File: config.mk
export PLATFORM = sky130hd
export DESIGN_NAME = dcache_ctrl
export DESIGN_NICKNAME = d
export VERILOG_FILES = /design/src/rtl/dcache_ctrl.sv
export SDC_FILE = /design/constraint.sdc
export NUM_CORES = 1
export LEC_CHECK = 0
export ABC_AREA = 1
export CAP_MARGIN = 15
export CORE_UTILIZATION = 50
export DETAILED_ROUTE_END_ITERATION = 10
export PLACE_DENSITY_LB_ADDON = 0.3
export SLEW_MARGIN = 30
export SYNTH_ARGS = -nofsm -noshare
export SYNTH_HDL_FRONTEND = slang
export SYNTH_SLANG_ARGS = --single-unit
File: constraint.sdc
create_clock -name clk -period 8.3 [get_ports clk]
set_input_delay 1.245 -clock clk [delete_from_list [all_inputs] [get_ports clk]]
set_output_delay 1.245 -clock clk [all_outputs]
set_load 0.01 [all_outputs]
File: src/rtl/dcache_ctrl.sv
// Direct-mapped, write-back, write-allocate data cache controller with one word per line.
// It sits between the CPU load/store stage and a multi-cycle busy_wait data memory.
module dcache_ctrl #(
   parameter int unsigned ADDR_W  = 7,
   parameter int unsigned DATA_W  = 16,
   parameter int unsigned INDEX_W = 3
) (
   input  logic              clk,
   input  logic              rst,
   input  logic              cpu_read,
   input  logic              cpu_write,
   input  logic [ADDR_W-1:0] cpu_address,
   input  logic [DATA_W-1:0] cpu_write_data,
   output logic [DATA_W-1:0] cpu_read_data,
   output logic              cpu_busy_wait,
   output logic              mem_read,
   output logic              mem_write,
   output logic [ADDR_W-1:0] mem_address,
   output logic [DATA_W-1:0] mem_write_data,
   input  logic [DATA_W-1:0] mem_read_data,
   input  logic              mem_busy_wait
);
   localparam int unsigned TAG_W = ADDR_W - INDEX_W;
   localparam int unsigned LINES = 1 << INDEX_W;

   typedef enum logic [2:0] {IDLE, WB, GAP, FETCH, FILL} state_t;

   state_t              state, state_next;
   logic [LINES-1:0]    valid, dirty;
   logic [TAG_W-1:0]    tag_mem  [LINES];
   logic [DATA_W-1:0]   data_mem [LINES];
   logic                seen_busy;
   logic [DATA_W-1:0]   fetch_data;
   logic [INDEX_W-1:0]  index;
   logic [TAG_W-1:0]    tag;
   logic                req_read, req_write, req, hit, mem_done, store_hit;

   always_comb begin
      index     = cpu_address[INDEX_W-1:0];
      tag       = cpu_address[ADDR_W-1:INDEX_W];
      // read and write together is not a request at all
      req_read  = cpu_read & ~cpu_write;
      req_write = cpu_write & ~cpu_read;
      req       = req_read | req_write;
      hit       = valid[index] && (tag_mem[index] == tag);
      mem_done  = seen_busy && !mem_busy_wait;
      store_hit = (state == IDLE) && req_write && hit;
   end

   always_comb begin
      state_next     = state;
      mem_read       = 1'b0;
      mem_write      = 1'b0;
      mem_address    = '0;
      mem_write_data = '0;
      cpu_read_data  = '0;
      cpu_busy_wait  = (state != IDLE) || (req && !hit);
      if (state == IDLE && req_read && hit)
         cpu_read_data = data_mem[index];
      case (state)
         IDLE: begin
            if (req && !hit)
               state_next = (valid[index] && dirty[index]) ? WB : FETCH;
         end
         WB: begin
            mem_write      = 1'b1;
            mem_address    = {tag_mem[index], index};
            mem_write_data = data_mem[index];
            if (mem_done)
               state_next = GAP;
         end
         GAP: state_next = FETCH;
         FETCH: begin
            mem_read    = 1'b1;
            mem_address = cpu_address;
            if (mem_done)
               state_next = FILL;
         end
         FILL: state_next = IDLE;
         default: state_next = IDLE;
      endcase
   end

   always_ff @(posedge clk) begin
      if (!rst) begin
         state      <= IDLE;
         valid      <= '0;
         dirty      <= '0;
         seen_busy  <= 1'b0;
         fetch_data <= '0;
      end else begin
         state <= state_next;
         // busy must be seen high before a low sample counts as completion
         if (state_next != state)
            seen_busy <= 1'b0;
         else if (mem_busy_wait)
            seen_busy <= 1'b1;
         if (state == FETCH && mem_done)
            fetch_data <= mem_read_data;
         if (state == FILL) begin
            valid[index] <= 1'b1;
            dirty[index] <= 1'b0;
         end else if (store_hit) begin
            dirty[index] <= 1'b1;
         end
      end
   end

   always_ff @(posedge clk) begin
      if (rst) begin
         if (state == FILL) begin
            tag_mem[index]  <= tag;
            data_mem[index] <= fetch_data;
         end else if (store_hit) begin
            data_mem[index] <= cpu_write_data;
         end
      end
   end

endmodule

* Yosys cells after proc, flatten, opt, wreduce, memory -nomap -nowiden
Memories as Yosys holds them, arrays and structs flattened.
Cells that the tools add are included.
** Word-level totals
- Memories :: 2
- Word-level logic and storage cells :: 69
- Flip-flop bits (word level) :: 36
- RAM bits :: 160
- Bits of input ports :: 44
** Memories
- data_mem :: depth 8, bits a word 16, read ports 1, clocked after memory_dff 0, write ports 1, RTL line 31 : logic [DATA_W-1:0] data_mem [LINES];
- tag_mem :: depth 8, bits a word 4, read ports 1, clocked after memory_dff 0, write ports 1, RTL line 30 : logic [TAG_W-1:0] tag_mem [LINES];
** Operators by class
- Magnitude comparators :: 2
- Equal/unequal tests :: 6
- Reduce and logical (&&, ||, !) cells :: 17
- Muxes and demuxes :: 26
- Bitwise gates (word level) :: 11
** Operator list (number)
- two-way mux 16 bit :: 3
- two-way mux 8 bit :: 2
- bitwise OR 8 bit :: 2
- one-hot mux 7 bit (2 select lines) :: 1
- two-way mux 1 bit :: 12
- one-hot mux 3 bit (4 select lines) :: 1
- logical AND 1 bit :: 10
- two-way mux 3 bit :: 3
- AND 8 bit :: 1
- NOT 8 bit :: 1
- binary-select mux 1 bit (select 3 bit) :: 2
- == test 3 x 2 -> 1 bit (second input constant) :: 2
- == test 4 bit :: 1
- less-than comparator 3 x 4 -> 1 bit (second input constant) :: 1
- demux 1 bit (select 3 bit) :: 1
- == test 3 x 1 -> 1 bit (second input constant) :: 1
- == test 3 bit (second input constant) :: 1
- >= comparator 3 x 1 -> 1 bit (second input constant) :: 1
- zero test 3 bit :: 1
- != test 3 bit :: 1
- NOT 1 bit :: 3
- nonzero test 3 bit :: 1
- AND 1 bit :: 2
- zero test 1 bit :: 2
- 5 further kinds :: 6

* Depth between registers and ports, before layout
Gate-level depths: netlist of the first run.
- Word-level depth :: 9
- Mapped depth :: 16
- Gate-level depth less buffers :: 15

* Worst setup path before layout of the first run
No wires, ideal clock.
- Path kind :: input port to output port
- Start point :: input cpu_address[1]
- End point :: output cpu_read_data[10]
- Required time :: 7.055 ns
- Cell stages on the path :: 13
- Setup slack :: 4.391 ns
- Arrival time :: 2.664 ns
- Path through :: buf_4 -> nor2_1 -> nand3_1 -> nand2_1 -> nor2_1 -> nand2_1 -> nand3_1 -> nor2_1 -> nand2_1 -> inv_2 -> nand3_4 -> buf_6 -> nor2_1
** Between the ends
- Longest elaborated chain between the ends :: 5
** Ends and longest elaborated chain
- from (decl) :: RTL line 12 : input logic [ADDR_W-1:0] cpu_address,
- memory (8 x 4 bit) / binary-select mux 1 bit (select 3 bit) (equally long branches)
- == test 4 bit / two-way mux 1 bit (equally long branches) :: RTL line 45 : hit = valid[index] && (tag_mem[index] == tag);
- logical AND 1 bit :: RTL line 45
- logical AND 1 bit :: RTL line 58 : if (state == IDLE && req_read && hit)
- two-way mux 16 bit * :: RTL line 58
- to (decl) :: RTL line 14 : output logic [DATA_W-1:0] cpu_read_data,
Every way passes the cells marked *; elsewhere a longest branch is shown, timed or not. The select of a mux whose other input is x is not followed.

* Worst setup path after layout of the first run
- Start point :: input cpu_address[0]
- End point :: output mem_write_data[5]
** Between the ends
- Longest elaborated chain between the ends :: 2
** Ends and longest elaborated chain
- memory (8 x 16 bit)
- two-way mux 16 bit :: RTL line 60 : case (state)
- to (decl) :: RTL line 19 : output logic [DATA_W-1:0] mem_write_data,
Every way passes these cells.

==> summary.txt, run 1 <==
Outcome
  • Run status: finished clean

Yosys
  • Number of synthesized register bits: 196
  • Number of nets produced by synthesis: approximately 800
  • Average instance area after synthesis: 10.9 um^2
  • Synthesized cell area: 8120 um^2
  • Synthesized instance count: 743
  • Portion of the post-synthesis area used by sequential elements: 68.0%
  • Total of warnings raised by yosys: 0
  • Number of unique standard cell types used by synthesis: 30

STA
  • Tightest slew margin relative to the limit: a little under two fifths
  • Transition at the pin with the smallest max-transition slack: ~0.93 ns
  • Smallest hold slack: 0.461 ns
  • Final setup viols: 0
  • Final cycle utilization of the critical path: 68.4%
  • Sum of negative setup slack: 0 ns
  • Fmax achieved: 176 MHz
  • Worst setup slack after layout: 2.63 ns
  • Final critical path time including I/O delays and setup: approximately 5.7 ns
  • Final worst clock skew: ~0.011 ns
  • Final Max Slew Viols: 0
  • Setup repair after global routing missed its margin: false
  • Fin. Hold Viols: 0

Routing
  • Mean number of vias per cell: 5.43
  • Post-route DRC: 0
  • Met3 wire length: between 1000 and 1500 um
  • Topmost layer with routed signal wires: met4
  • Wire length after detailed routing: 19,300 um
  • Drt initial violations: 502
  • Number of search-and-repair iterations in the first detailed-routing pass: 5
  • M1 WL: 7890 um
  • Routed length on met2: 9740 um
  • Antenna violation net count after detailed routing: 0
  • DR vias: approximately 5,700
  • DR WL/cell: 18.3 um

Critical path
  • Critical Path Most Common Cell: sky130_fd_sc_hd__clkdlybuf4s50_1
  • Crit Path Max Fanout: 31
  • CP delay by family, top: buffers and inverters
  • Library cell contributing the largest single delay on the critical path: sky130_fd_sc_hd__clkinv_1
  • Critical path class: in2out
  • CP endpoint kind: output pin
  • CP cell instances: clkdlybuf4s50_1, buf_4, inv_2, nand2_1, clkinv_1, o2bb2ai_1, a221oi_1, nand4_1, inv_1, nor2_1, clkdlybuf4s50_1
  • Combined buffer and inverter count along the critical path: 6
  • CP Launch Type: primary input
  • Largest stage delay, worst path: approximately 0.57 ns
  • Worst path arrival time: between 4 and 5 ns
  • Worst Path Required: 7.05 ns

Clock network
  • Total CTS buffers: 17
  • Total setup buffers inserted after CTS: 0
  • Reg clk slew, reported paths: 0.07 ns
  • Maximum count of clock buffers along a single path: 2
  • Clock Sinks: ~200
  • Hold buffer count at CTS: 0
  • # resized after CTS: 0
  • TritonCTS clock tree: built
  • Total number of H-tree levels: 4
  • Latest clock arrival within the worst-skew pair: 0.44 ns
  • Buffer type at the clock tree root: sky130_fd_sc_hd__clkbuf_16

Global routing
  • Initial antenna violation count: 0
  • Final global-route overflow total: 0
  • Largest net degree at the start of global routing: 33
  • Number of global-route vias before repair: 5,548
  • Total global routing track utilization: 24.4%
  • Global-route wire length before repair: just under 30,000 um

Placed design
  • Place WS: 2.66 ns
  • RD Place Congestion: 0.922
  • Hpwl dp: 12,600 um
  • DP Cell Count: 1,021
  • Port Buf Inserts: 85

Pwr
  • Largest voltage drop on the vdd net: 0.000175 V
  • Leakage component of the power: 3.34 nW
  • Total power density per cell area: roughly 210 nW/um^2

Floorplanning
  • Top-level I/O count: 86
  • Area of the die: 16,800 um^2
  • Initial Utilization: between 50 and 60%
  • Die Y: 129 um
  • Core outline area: 15,900 um^2
  • Floorplan die width: 129 um
  • Number of placement rows: between 40 and 50

Layout
  • Count of non-filler cells in the finished layout: ~1,100
  • Layout Nets: 870
  • P&R area growth vs syn: 20.0%
  • Fill cell total of the finished layout: 1,296
  • Layout cell share with drive strength beyond 1: 7.77%
  • Inserted Diodes: 0

Run
  • Max capacitance violation total: 0

Min path
  • Type of the worst min-delay path: reg2reg
## worst paths after layout
check	from	end	slack, ns	depth (start not counted)
max reg2reg	tag_mem[4][1]$_DFFE_PP_	data_mem[1][15]$_DFFE_PP_	5.55	11
min	register	register	0.46	2
min reg2reg	register	register	0.46	2
max	cpu_address[0]	mem_write_data[5]	2.63	11
## routing by layer
layer	up-vias	GRT usage (%)
met3	36	4.54
li1	2705	-
met5	-	0
met4	0	9.99
met2	220	42.4
met1	2759	30.1
## stage by stage
step | total power [mW] | util (%) | cell area, um^2
finish | 2.03 | 61.3 | 9740
floorplan | 1.17 | - | 8120
global placement | 1.26 | 57.5 | 9140
CTS | 2.03 | 61.3 | 9730
detailed placement | 1.26 | 57.7 | 9160
global route | 2.09 | 61.3 | 9740
## synthesized netlist by cell type
library cell                instances  share of area, %
sky130_fd_sc_hd__nand3_4            2              0.43
sky130_fd_sc_hd__a21oi_1           16              0.99
sky130_fd_sc_hd__nor2_2             1             0.077
sky130_fd_sc_hd__o21ai_2           16               1.7
sky130_fd_sc_hd__dfxtp_1           36               8.9
sky130_fd_sc_hd__o21ai_1            2              0.12
sky130_fd_sc_hd__clkbuf_1           9              0.42
sky130_fd_sc_hd__and3_1             1             0.077
sky130_fd_sc_hd__a32oi_1            1              0.11
sky130_fd_sc_hd__edfxtp_1         160                59
sky130_fd_sc_hd__or2_1              1             0.077
sky130_fd_sc_hd__o21ai_0           36               2.2
sky130_fd_sc_hd__o22ai_1            6              0.46
sky130_fd_sc_hd__buf_1              2             0.092
sky130_fd_sc_hd__buf_4              3              0.28
sky130_fd_sc_hd__inv_1             87               4.0
sky130_fd_sc_hd__ha_1               2              0.31
sky130_fd_sc_hd__nand3_1           20               1.2
sky130_fd_sc_hd__nand4_1           14               1.1
sky130_fd_sc_hd__buf_2              7              0.43
sky130_fd_sc_hd__o2bb2ai_1          1              0.11
sky130_fd_sc_hd__buf_6              4              0.55
sky130_fd_sc_hd__nand2_1          154               7.1
sky130_fd_sc_hd__nor2_1           106               4.9
sky130_fd_sc_hd__inv_2              2             0.092
sky130_fd_sc_hd__nor4_1             1             0.077
sky130_fd_sc_hd__a221oi_1          15               1.6
sky130_fd_sc_hd__a22o_1            10               1.1
sky130_fd_sc_hd__clkinv_1           7              0.32
sky130_fd_sc_hd__a22oi_1           21               1.9
## report_power, final
group	internal (mW)	switching, mW	leakage [nW]
registers	1.06	0.00292	1.52
logic	0.0789	0.103	1.55
clock network	0.421	0.371	0.264
total	1.56	0.478	3.34
## worst register-to-register path, stage by stage (launching register included)
cell	delay (ns)
sky130_fd_sc_hd__edfxtp_1	0.37
sky130_fd_sc_hd__inv_1	0.07
sky130_fd_sc_hd__nand2_1	0.05
sky130_fd_sc_hd__nand3_1	0.09
sky130_fd_sc_hd__nand2_1	0.06
sky130_fd_sc_hd__nor2_1	0.25
sky130_fd_sc_hd__o21ai_0	0.12
sky130_fd_sc_hd__nor2_1	0.15
sky130_fd_sc_hd__nand3_1	0.10
sky130_fd_sc_hd__nand2_1	0.24
sky130_fd_sc_hd__nand2_1	0.14
sky130_fd_sc_hd__nor2_2	0.73
## area by class of cell
type	instances	area, um^2	share of cell area, %
flip-flops and latches	196	5530	56.7
well taps	216	270	2.77
clock buffers	17	425	4.37
repair buffers	87	861	8.83
clock inverters	15	146	1.50
multi-input cells	426	2160	22.1
inverters	96	360	3.70
## cell families (layout without fill, tap and decap cells)
group,Yosys count,in the layout,synth area share (%)
AND/OR/NAND/NOR,300,300,15.1
AO/OA/AOI/OAI,124,124,10.4
adder cells (fa/ha/maj),2,2,0.308
flip-flops,196,196,68.0
buffers and inverters,121,215,6.21
## sequential cells by signal, indices dropped and copies added (netlist names), named ones only
register,flops
data_mem,128
fetch_data,16
seen_busy,1
state,3
tag_mem,32
valid,8
## cell usage in the layout (no fill, tap or decap)
cell                              instances
sky130_fd_sc_hd__a32oi_1                  1
sky130_fd_sc_hd__a22oi_1                 21
sky130_fd_sc_hd__o2bb2ai_1                1
sky130_fd_sc_hd__inv_1                   87
sky130_fd_sc_hd__inv_8                    2
sky130_fd_sc_hd__o21ai_1                  2
sky130_fd_sc_hd__or2_1                    1
sky130_fd_sc_hd__buf_4                    2
sky130_fd_sc_hd__inv_2                    2
sky130_fd_sc_hd__nand3_1                 20
sky130_fd_sc_hd__buf_2                    1
sky130_fd_sc_hd__nor2_4                   8
sky130_fd_sc_hd__nand4_1                 14
sky130_fd_sc_hd__o21ai_2                 16
sky130_fd_sc_hd__nand2_1                154
sky130_fd_sc_hd__clkinv_1                 8
sky130_fd_sc_hd__a221oi_1                15
sky130_fd_sc_hd__clkinv_4                 2
sky130_fd_sc_hd__a21oi_1                 16
sky130_fd_sc_hd__o21ai_0                 36
sky130_fd_sc_hd__o22ai_1                  6
sky130_fd_sc_hd__edfxtp_1               160
sky130_fd_sc_hd__inv_6                    4
sky130_fd_sc_hd__and3_1                   1
sky130_fd_sc_hd__ha_1                     2
sky130_fd_sc_hd__clkbuf_16               17
sky130_fd_sc_hd__bufinv_16                1
sky130_fd_sc_hd__clkdlybuf4s50_1         84
sky130_fd_sc_hd__dfxtp_1                 36
sky130_fd_sc_hd__a22o_1                  10
sky130_fd_sc_hd__nor4_1                   1
sky130_fd_sc_hd__nor2_2                   3
sky130_fd_sc_hd__clkinvlp_4               5
sky130_fd_sc_hd__nor2_1                  96
sky130_fd_sc_hd__nand3_4                  2
No activity file was read; power rests on OpenSTA's default activity.
==> run 2: changes to the inputs <==
==> constraint.sdc (replaced) <==
create_clock -name clk -period 5.7 [get_ports clk]
set_input_delay 0.855 -clock clk [delete_from_list [all_inputs] [get_ports clk]]
set_output_delay 0.855 -clock clk [all_outputs]
set_load 0.01 [all_outputs]
==> run 2 against run 1 <==
Clock power grew 40%. Power grew 43%. Clock skew shrank 0.0044 ns.
==> summary.txt, run 2 (synthesis results as in run 1) <==
STA
  • Sum of negative setup slack: 0 ns (unchanged)
  • Setup repair after global routing missed its margin: false (unchanged)
  • Fin. Hold Viols: 0 (unchanged)
  • Final critical path time including I/O delays and setup: 4.77 ns
  • Tightest slew margin relative to the limit: 42.7% (was 38.1%)
  • Final Max Slew Viols: 0 (unchanged)
  • Transition at the pin with the smallest max-transition slack: 0.856 ns (was 0.927 ns)
  • Final setup viols: 0 (unchanged)
  • Final cycle utilization of the critical path: 83.6%
  • Final worst clock skew: 0.00688 ns (was 0.0113 ns)
  • Smallest hold slack: 0.461 ns (about the same)
  • Fmax achieved: around 210 MHz
  • Worst setup slack after layout: 0.933 ns (was 2.63 ns)

Clock network
  • Reg clk slew, reported paths: 0.07 ns (about the same)
  • # resized after CTS: 0 (unchanged)
  • Total setup buffers inserted after CTS: 0 (unchanged)
  • Latest clock arrival within the worst-skew pair: 0.44 ns (about the same)
  • Maximum count of clock buffers along a single path: 2 (unchanged)
  • Buffer type at the clock tree root: sky130_fd_sc_hd__clkbuf_16 (unchanged)
  • Total CTS buffers: 17 (unchanged)
  • TritonCTS clock tree: built (unchanged)
  • Total number of H-tree levels: 4 (unchanged)
  • Hold buffer count at CTS: 0 (unchanged)
  • Clock Sinks: 196 (unchanged)

Pwr
  • Leakage component of the power: 3.40 nW (was 3.34 nW)
  • Largest voltage drop on the vdd net: 0.000234 V (was 0.000175 V)
  • Total power density per cell area: 299 nW/um^2 (was 209 nW/um^2)

Placed design
  • Port Buf Inserts: 85 (unchanged)
  • Place WS: 0.968 ns (was 2.66 ns)
  • RD Place Congestion: 0.880 (was 0.922)
  • DP Cell Count: 1,033 (was 1,021)
  • Hpwl dp: 12,800 um (was 12,600 um)
  • Total cell area at the placement stage: 9200 um^2 (was 9160 um^2)

Routing
  • Number of search-and-repair iterations in the first detailed-routing pass: 5 (unchanged)
  • Mean number of vias per cell: 5.41 (was 5.43)
  • Antenna violation net count after detailed routing: 0 (unchanged)
  • Post-route DRC: 0 (unchanged)
  • Met3 wire length: 1420 um (was 1200 um)
  • M1 WL: 7990 um (was 7890 um)
  • Topmost layer with routed signal wires: met4 (unchanged)
  • Drt initial violations: 463 (was 502)
  • Wire length after detailed routing: 19,700 um (was 19,300 um)
  • DR vias: 5,759 (was 5,720)
  • DR WL/cell: 18.5 um (was 18.3 um)
  • Routed length on met2: 9890 um (was 9740 um)

Layout
  • Inserted Diodes: 0 (unchanged)
  • Number of flip-flops in the largest register: 128 (unchanged)
  • Most frequent cells in the layout: sky130_fd_sc_hd__edfxtp_1 (160), sky130_fd_sc_hd__nand2_1 (154), sky130_fd_sc_hd__nor2_1 (106) (was sky130_fd_sc_hd__edfxtp_1 (160), sky130_fd_sc_hd__nand2_1 (154), sky130_fd_sc_hd__nor2_1 (96))
  • Layout cell share with drive strength beyond 1: 7.54% (was 7.77%)
  • P&R area growth vs syn: 20.1% (was 20.0%)
  • Leading cell type in the layout, fill and taps excluded: sky130_fd_sc_hd__edfxtp_1 (unchanged)
  • Regs by FF count: data_mem: 128 flops, tag_mem: 32 flops, fetch_data: 16 flops (unchanged)
  • Count of non-filler cells in the finished layout: 1,065 (was 1,053)
  • Layout Cell Area excl Fill: 9750 um^2 (was 9740 um^2)
  • Register ranked first by flip-flop count: data_mem (unchanged)
  • Layout Nets: 882 (was 870)

Floorplanning
  • Area of the die: 16,800 um^2 (unchanged)
  • Floorplan die width: 129 um (unchanged)
  • Die Y: 129 um (unchanged)
  • Number of placement rows: 46 (unchanged)
  • Top-level I/O count: 86 (unchanged)
  • Initial Utilization: 51.1% (unchanged)
  • Core outline area: 15,900 um^2 (unchanged)

Critical path
  • Startpoint of the worst-slack reg-to-reg timing path: valid[4]$_SDFFE_PN0N_ (was tag_mem[4][1]$_DFFE_PP_)
  • Critical path class: in2out (unchanged)
  • Terminus of the critical flop-to-flop path: data_mem[0][13]$_DFFE_PP_ (was data_mem[1][15]$_DFFE_PP_)
  • Slack of the worst reg-to-reg path: 2.70 ns (was 5.55 ns)
  • CP endpoint kind: output pin (unchanged)
  • Worst Path Required: 4.85 ns (was 7.05 ns)
  • Worst setup endpoint: mem_write_data[4] (was mem_write_data[5])
  • CP Launch Type: primary input (unchanged)
  • Worst path arrival time: 3.91 ns (was 4.43 ns)
  • Length in cells of the worst reg-to-reg path: 13 (was 11)
  • Worst setup startpoint: cpu_address[1] (was cpu_address[0])
  • Crit Path Max Fanout: 18 (was 31)

Min path
  • Type of the worst min-delay path: reg2reg (unchanged)
  • Worst hold stages: 2 (unchanged)

Global routing
  • Initial antenna violation count: 0 (unchanged)
  • Final global-route overflow total: 0 (unchanged)
  • Number of global-route vias before repair: 5,618 (was 5,548)
  • Total global routing track utilization: 24.8% (was 24.4%)
  • Global-route wire length before repair: 30,200 um (was 29,800 um)
  • Largest net degree at the start of global routing: 33 (unchanged)

Outcome
  • Run status: finished clean (unchanged)

Run
  • Max capacitance violation total: 0 (unchanged)
-- run 2: cell count changes in the layout (fill, tap and decap cells not counted), sizes merged --
cell           before  now
inv                95   91
clkbuf             17   22
clkdlybuf4s50      84   85
clkinvlp            5    2
bufinv              1    0
clkinv             10   13
buf                 3   14
-- run 2: metal layers --
| metal | GRT usage [%] | up-vias |
|---|---|---|
| met5 | 0 | - |
| met4 | 9.85 | 0 |
| li1 | - | 2736 |
| met3 | 4.71 | 28 |
| met2 | 42.3 | 225 |
| met1 | 31.4 | 2770 |
-- run 2: critical path, cell delays in order --
cell,delay [ns]
sky130_fd_sc_hd__clkdlybuf4s50_1,0.59
sky130_fd_sc_hd__inv_1,0.26
sky130_fd_sc_hd__nor2_1,0.11
sky130_fd_sc_hd__nand2_1,0.14
sky130_fd_sc_hd__clkinv_1,0.59
sky130_fd_sc_hd__a22o_1,0.39
sky130_fd_sc_hd__a221oi_1,0.20
sky130_fd_sc_hd__nand4_1,0.11
sky130_fd_sc_hd__inv_1,0.10
sky130_fd_sc_hd__nor2_1,0.04
sky130_fd_sc_hd__clkdlybuf4s50_1,0.50
-- run 2: final cells by class --
class / instances / area [um^2]
inverters: 96 / 360
well taps: 216 / 270
fillers: 1292 / 6140
flip-flops and latches: 196 / 5530
clock buffers: 22 / 474
multi-input cells: 426 / 2090
repair buffers: 99 / 956
clock inverters: 10 / 72.6
-- run 2: report_power, final --
| part | switching (mW) | total (mW) | internal (mW) | leakage (nW) |
|---|---|---|---|---|
| logic | 0.149 | 0.266 | 0.116 | 1.62 |
| clock network | 0.514 | 1.11 | 0.594 | 0.265 |
| registers | 0.00410 | 1.54 | 1.54 | 1.52 |
| total | 0.668 | 2.92 | 2.25 | 3.40 |
-- run 2: worst min-delay path by stage --
stage                           from               endpoint  slack (ns)
6_report                    register               register        0.46
5_1_grt                     register               register        0.47
4_1_cts                     register               register        0.46
3_5_place_dp   valid[7]$_SDFFE_PN0N_  valid[7]$_SDFFE_PN0N_        0.45
3_3_place_gp   valid[7]$_SDFFE_PN0N_  valid[7]$_SDFFE_PN0N_        0.44
2_1_floorplan  valid[1]$_SDFFE_PN0N_  valid[1]$_SDFFE_PN0N_        0.42
-- run 2: through the flow --
step           utilization (%)  power [mW]
3_3_place_gp              57.9        1.83
6_report                  61.4        2.92
4_1_cts                   61.4        2.92
5_1_grt                   61.4        2.99
2_1_floorplan                -        1.71
3_5_place_dp              57.9        1.84
